==> config.mk <==
export PLATFORM = sky130hd
export DESIGN_NAME = control_fetch
export DESIGN_NICKNAME = d
export VERILOG_FILES = /design/src/rtl/pkg_risc8.sv /design/src/rtl/control_fetch.sv
export SDC_FILE = /design/constraint.sdc
export NUM_CORES = 1
export LEC_CHECK = 0
export CORE_MARGIN = 5
export CORE_UTILIZATION = 30
export CTS_CLUSTER_SIZE = 40
export DETAILED_ROUTE_END_ITERATION = 6
export DONT_BUFFER_PORTS = 1
export GPL_TIMING_DRIVEN = 0
export PLACE_DENSITY_LB_ADDON = 0.12
export SETUP_SLACK_MARGIN = 0.15
export SLEW_MARGIN = 15
export SYNTH_ARGS = -nofsm -noshare
export SYNTH_HDL_FRONTEND = slang
export SYNTH_SLANG_ARGS = --single-unit
==> constraint.sdc <==
create_clock -name clk -period 2.6 [get_ports clk]
set_input_delay 0.13 -clock clk [delete_from_list [all_inputs] [get_ports clk]]
set_output_delay 0.13 -clock clk [all_outputs]
set_load 0.01 [all_outputs]
==> src/rtl/pkg_risc8.sv <==
// Shared definitions for the 8-bit RISC core: datapath widths, the halt word
// and the fetch sequencer state encoding.
package pkg_risc8;

   localparam int PC_W    = 8;
   localparam int INSTR_W = 16;

   localparam logic [INSTR_W-1:0] HALT_WORD = 16'hFFFF;

   typedef enum logic [1:0] {
      IDLE = 2'd0,
      RUN  = 2'd1,
      HALT = 2'd2
   } state_t;

endpackage

==> src/rtl/control_fetch.sv <==
// Fetch sequencer: owns the PC, addresses the instruction ROM and hands words to
// the decoder over valid/ready. Optional delivered-instruction counter under FETCH_CNT_EN.
module control_fetch
   import pkg_risc8::*;
#(
   parameter logic [PC_W-1:0] RESET_PC = 8'd0
)
(
   input  logic               clk,
   input  logic               rst,
   input  logic               start,
   output logic [PC_W-1:0]    instr_addr,
   input  logic [INSTR_W-1:0] instr_data,
   output logic [INSTR_W-1:0] ir,
   output logic [PC_W-1:0]    ir_pc,
   output logic               ir_valid,
   input  logic               ir_ready,
   input  logic               jump_en,
   input  logic [PC_W-1:0]    jump_addr,
   output logic               busy,
   output logic               halted
`ifdef FETCH_CNT_EN
   ,
   output logic [15:0]        fetch_count
`endif
);

   // Handshake: ir/ir_pc are offered while ir_valid is high and must not change
   // until the cycle ir_ready is also high; that edge consumes the word.
   state_t               r_state;
   logic [PC_W-1:0]      r_pc;
   logic [INSTR_W-1:0]   r_ir;
   logic [PC_W-1:0]      r_ir_pc;
   logic                 r_ir_valid;
   logic                 r_busy;
   logic                 r_halted;

   logic w_load;
   logic w_halt_word;
   logic w_handshake;

   assign w_load      = !r_ir_valid || ir_ready;
   assign w_halt_word = (instr_data == HALT_WORD);
   assign w_handshake = r_ir_valid && ir_ready;

   always_ff @(posedge clk or posedge rst) begin
      if (rst) begin
         r_state    <= IDLE;
         r_pc       <= RESET_PC;
         r_ir       <= '0;
         r_ir_pc    <= '0;
         r_ir_valid <= 1'b0;
         r_busy     <= 1'b0;
         r_halted   <= 1'b0;
      end else begin
         case (r_state)
            IDLE: begin
               if (start) begin
                  r_state <= RUN;
                  r_pc    <= RESET_PC;
                  r_busy  <= 1'b1;
               end
            end
            RUN: begin
               // A jump flushes whatever is pending; the target is fetched next cycle.
               if (jump_en) begin
                  r_pc       <= jump_addr;
                  r_ir_valid <= 1'b0;
               end else if (w_load) begin
                  if (w_halt_word) begin
                     r_ir_valid <= 1'b0;
                     r_state    <= HALT;
                     r_busy     <= 1'b0;
                     r_halted   <= 1'b1;
                  end else begin
                     r_ir       <= instr_data;
                     r_ir_pc    <= r_pc;
                     r_ir_valid <= 1'b1;
                     r_pc       <= r_pc + 8'd1;
                  end
               end
            end
            HALT: begin
               if (jump_en || start) begin
                  r_state  <= RUN;
                  r_pc     <= jump_en ? jump_addr : RESET_PC;
                  r_busy   <= 1'b1;
                  r_halted <= 1'b0;
               end
            end
            default: begin
               r_state    <= IDLE;
               r_ir_valid <= 1'b0;
               r_busy     <= 1'b0;
               r_halted   <= 1'b0;
            end
         endcase
      end
   end

`ifdef FETCH_CNT_EN
   logic [15:0] r_fetch_count;

   always_ff @(posedge clk or posedge rst) begin
      if (rst) begin
         r_fetch_count <= '0;
      end else if (w_handshake && (r_fetch_count != 16'hFFFF)) begin
         r_fetch_count <= r_fetch_count + 16'd1;
      end
   end

   assign fetch_count = r_fetch_count;
`else
   logic w_unused_handshake;
   assign w_unused_handshake = w_handshake;
`endif

   assign instr_addr = r_pc;
   assign ir         = r_ir;
   assign ir_pc      = r_ir_pc;
   assign ir_valid   = r_ir_valid;
   assign busy       = r_busy;
   assign halted     = r_halted;

endmodule

After elaboration in Yosys (flattened, before gate mapping)

Cells that the tools add are included.

Eq/ne operators: 10
$add $sub $neg: 1
Reduce and logical (&&, ||, !) cells: 11
Bitwise operators: 4
Mux-type cells: 28

Operators with widths:

| cell                                                            | number |
|---|---|
| 8-bit two-way mux                                               | 6 |
| 8-bit case mux with 3 select lines                              | 1 |
| 16-bit == test, second input constant                           | 1 |
| 5-bit AND reduction                                             | 3 |
| 1-bit two-way mux                                               | 12 |
| 2-bit two-way mux                                               | 5 |
| 2-bit inequality test, second input constant                    | 5 |
| 8-bit by 1-bit adder with 8-bit output, second input constant   | 1 |
| 3-bit inequality test, second input constant                    | 2 |
| 1-bit case mux with 3 select lines                              | 2 |
| 2-bit case mux with 3 select lines                              | 1 |
| 1-bit inverter                                                  | 4 |
| 4-bit AND reduction                                             | 1 |
| 3-bit nonzero test                                              | 1 |
| 2-bit by 1-bit == test with 1-bit output, second input constant | 1 |
| 2-bit == test, second input constant                            | 1 |
| 2-bit logical NOT                                               | 1 |
| 1-bit logical OR                                                | 2 |
| 1-bit case mux with 2 select lines                              | 1 |
| 2-bit AND reduction                                             | 1 |
| 2-bit OR reduction                                              | 1 |
| 1-bit logical NOT                                               | 1 |

Input bits: 29
Output and inout bits: 35
Word-level logic and storage cells: 61
Register bits after elaboration: 37

Depth between registers and ports, before layout

Depth in word-level cells: 5
Depth in mapped cells: 8
Mapped depth without buffers: 6

Worst setup path after synthesis

No wires, ideal clock.

Kind: reg2reg
Start point: register r_state[1]
End point: register r_ir[0], in the netlist ir[0]
Required time: 2.475 ns
Buffers on the path: 2
Clock period less this slack: 1.984 ns
Path slack: 0.616 ns
Arrival time: 1.859 ns
Setup time: 0.125 ns
Cell stages (with the launch flop): 8
Path through: dfrtp_1 inv_1 ha_1 buf_2 nand2b_1 nor3_2 buf_2 mux2_2

Longest elaborated chain between the ends: 2

RTL lines:

| element                                  | line                | source |
|---|---|---|
| start, declared                          | control_fetch.sv:30 | `state_t r_state;` |
| start signal, assigned                   | control_fetch.sv:48 | `r_state <= IDLE;` |
| start signal, assigned                   | control_fetch.sv:59 | `r_state <= RUN;` |
| start signal, assigned                   | control_fetch.sv:72 | `r_state <= HALT;` |
| 2-bit by 1-bit == test with 1-bit output | control_fetch.sv:56 | `case (r_state)` |
| 4-bit AND reduction (no line)            | --                  |  |
| end signal, assigned                     | control_fetch.sv:76 | `r_ir <= instr_data;` |
| end, declared                            | control_fetch.sv:32 | `logic [INSTR_W-1:0] r_ir;` |

Every way passes these cells.
A chain may end at the register's enable or synchronous reset.

Worst setup path in the final report

Start point: register r_state[1]
End point: register r_ir_pc[3], in the netlist ir_pc[3]

Longest elaborated chain between the ends: 2

RTL lines:

| element                                  | line                | source |
|---|---|---|
| 2-bit by 1-bit == test with 1-bit output | control_fetch.sv:56 |  |
| 4-bit AND reduction (no line)            | --                  |  |
| end signal, assigned                     | control_fetch.sv:77 | `r_ir_pc <= r_pc;` |
| end, declared                            | control_fetch.sv:33 | `logic [PC_W-1:0] r_ir_pc;` |

Every way passes these cells.

==> flow_summary.toml <==
[outcome]
status = "finished clean"

[detailed_routing]
wl_um = 4930
wl_per_cell_um = 18.5
drtPass1Iterations = 4
drtIter0Drc = 50
vias_per_cell = 5.29
drcViolationCount = 0
ant_nets = 0
vias = 1406

[worst_setup_path]
path_common_cell = "buf_2"
cp.required_ns = 2.77
worstPathArrival_ns = 2.41
cp_top_family = "buffers and inverters"
path_buf_inv = 3
crit_chain = "inv_1, ha_1, buf_2, nand2b_1, nor3_4, buf_2, mux2_2"
crit_fanout = 10
cpPeakStageDelay_ns = 0.42
cp-start-kind = "flip-flop"
path_class = "flip-flop to flip-flop"
end_kind = "flip-flop"
slowest_stage = "dfrtp_1"

[synthesis]
syn_inst = 163
yosysMostFrequentCell = "dfrtp_1"
avgSynthCellArea_um2 = 11.9
ys_ff_latch = 37
yosys.area.top_type_share_pct = 47.9
dominantRegCellSynth = "dfrtp_1"
synth_edf_count = 0
ys_seq_area_share_pct = 47.9
synth_warnings = 0
ys_types = 39
synth.area.top_cells = "dfrtp_1 (48%), mux2_2 (9.3%), mux2_4 (5.4%)"
syn-num-nets = 197
synth_area_um2 = 1930
synth_async_sr_flop_share_pct = 100
synthTopCellsByCount = "dfrtp_1 (37), mux2_2 (16), nand3_1 (13)"
yosysTopAreaCell = "dfrtp_1"

[clocking]
cts_tree = "built"
postCtsSetupRepairBufs = 0
clkLatencyLatePin_ns = 0.29
cts_buffers = 5
cts.sinks = 37
clock-root-buffer = "clkbuf_8"
cts_buffer_depth = 2
h-tree-depth = 2
clk_pin_slew_ns = 0.07

[timing]
period_needed_ns = 2.23
rsz0062_at_grt = "no"
hold_viol = 0
max_freq_ghz = 0.448
timing.hold.ws_ns = 0.0853
fin_worst_skew_ns = 0.00749
fin_setup_tns_ns = 0
finalMaxSlewViolations = 0
slew_headroom_pct = 57.7
fin_crit_sh_pct = 85.9
worstMarginPinSlew_ns = 0.629
final-setup-viol-count = 0

[place]
dpl_cell_area_um2 = 2050
gp_congestion = 0.809
io_buffers = 0
hpwl_um = 3670

[floorplan]
die_area_um2 = 8150
row_count = 29
coreArea_um2 = 6310
die_x_um = 90.3
start_util_pct = 30.6
die_h_um = 90.3
ios = 64

[power]
netSwitchingPower_mw = 0.955
combPwrFrac_pct = 33.2
power_leakage_nw = 0.980
swShare_pct = 40.1
internal_power_mw = 1.43
clockPowerShare_pct = 16.5
powerDensity_nw_per_um2 = 1030
seqPwrFrac_pct = 50.3
ir_drop_mv = 0.487

[hold_path]
hp-class = "input port to flip-flop"

[finish]
fill_cells = 634
fin_util_pct = 36.6
nets = 222
diodes = 0
final_cell_area_um2 = 2310
syn_to_final_growth_pct = 19.4
drive_gt1_share_pct = 21.2

[flow_run]
maxCapViolCount = 0

[global_route]
first_global_vias = 1507
grt.total_usage_pct = 12.3
grt-ovfl-total = 0
grt_pass1_wl_um = 8050
antenna_found_initial = 0
grt_max_degree = 27
[final timing paths]
kind                             from             to  slack [ns]  depth (start not counted)
setup / recovery           r_state[1]       ir_pc[3]        0.37                          7
hold / removal                jump_en           busy        0.09                          3
setup reg to reg           r_state[1]       ir_pc[3]        0.37                          7
hold reg to reg              ir_pc[0]       ir_pc[0]        0.57                          1
max in group asynchronous         rst           busy        1.93                          3
min in group asynchronous         rst  instr_addr[4]        0.23                          2
[registers in the layout, summed over array words and instances, names as in the netlist]
register and flops:
instr_addr 8, ir_pc 8, ir 16, r_state 2, ir_valid 1, halted 1, busy 1
[cell usage in the layout (no fill, tap or decap), types with 6 or more instances in the layout]
cell / Yosys / routed
dlygate4sd3_1: 0 / 17
mux2_1: 8 / 8
mux2_2: 16 / 16
nor2b_1: 6 / 6
nand3_1: 13 / 13
mux2_4: 7 / 7
dfrtp_1: 37 / 37
nor2_1: 6 / 6
nand2_1: 6 / 6
[cell families after synthesis]
family                   Yosys count  synth area share (%)
AND/OR/NAND/NOR                   55                  17.0
AO/OA/AOI/OAI                     21                  8.60
buffers and inverters             12                  2.91
flip-flops                        37                  47.9
XOR/XNOR                           1                 0.453
multiplexers                      32                  19.9
adder cells (fa/ha/maj)            5                  3.23
[timing repair]
item / CTS / global route
gates resized for setup: 0 / 1
hold buffers: 17 / 0
endpoints found under the hold margin: 53 / 0
endpoints found under the setup margin: 0 / 19
[power by group through the flow]
stage               combinational, mW  sequential [mW]  clock (mW)
finish                          0.790             1.20       0.393
CTS                             0.793             1.21       0.412
floorplan                       0.638             1.11           0
global route                    0.874             1.24       0.438
global placement                0.742             1.21           0
detailed placement              0.774             1.21           0
[worst register-to-register path: cells and delay by family, from the launching register on]
family                   cells  cell delay [ns]
flip-flops                   1             0.42
buffers and inverters        3             0.61
AND/OR/NAND/NOR              2             0.57
adder cells (fa/ha/maj)      1             0.16
multiplexers                 1             0.37
[metrics by stage]
stage | power, mW | std cells | setup WS (ns)
2_1_floorplan | 1.75 | 163 | 0.616
3_3_place_gp | 1.95 | 240 | 0.251
3_5_place_dp | 1.99 | 241 | 0.169
4_1_cts | 2.41 | 266 | 0.169
5_1_grt | 2.55 | 266 | 0.176
6_report | 2.38 | 266 | 0.366
[layer usage]
metal / up-vias / global-route usage [%] / share of wire, %
met3: 7 / 5.25 / 8.0
li1: 655 / - / -
met5: - / 0 / 0
met1: 696 / 15.5 / 43
met2: 48 / 19.0 / 47
met4: 0 / 3.97 / 1.6
[final cells by class]
type | count | area [µm²] | share of cell area, %
sequential | 37 | 926 | 40.1
tap | 77 | 96.3 | 4.17
buffer | 6 | 33.8 | 1.46
clock buffer | 6 | 72.6 | 3.14
clock inverter | 2 | 10.0 | 0.433
multi-input combinational | 114 | 958 | 41.5
timing repair buffer | 18 | 190 | 8.23
inverter | 6 | 22.5 | 0.975
No activity file was read; power rests on OpenSTA's default activity.
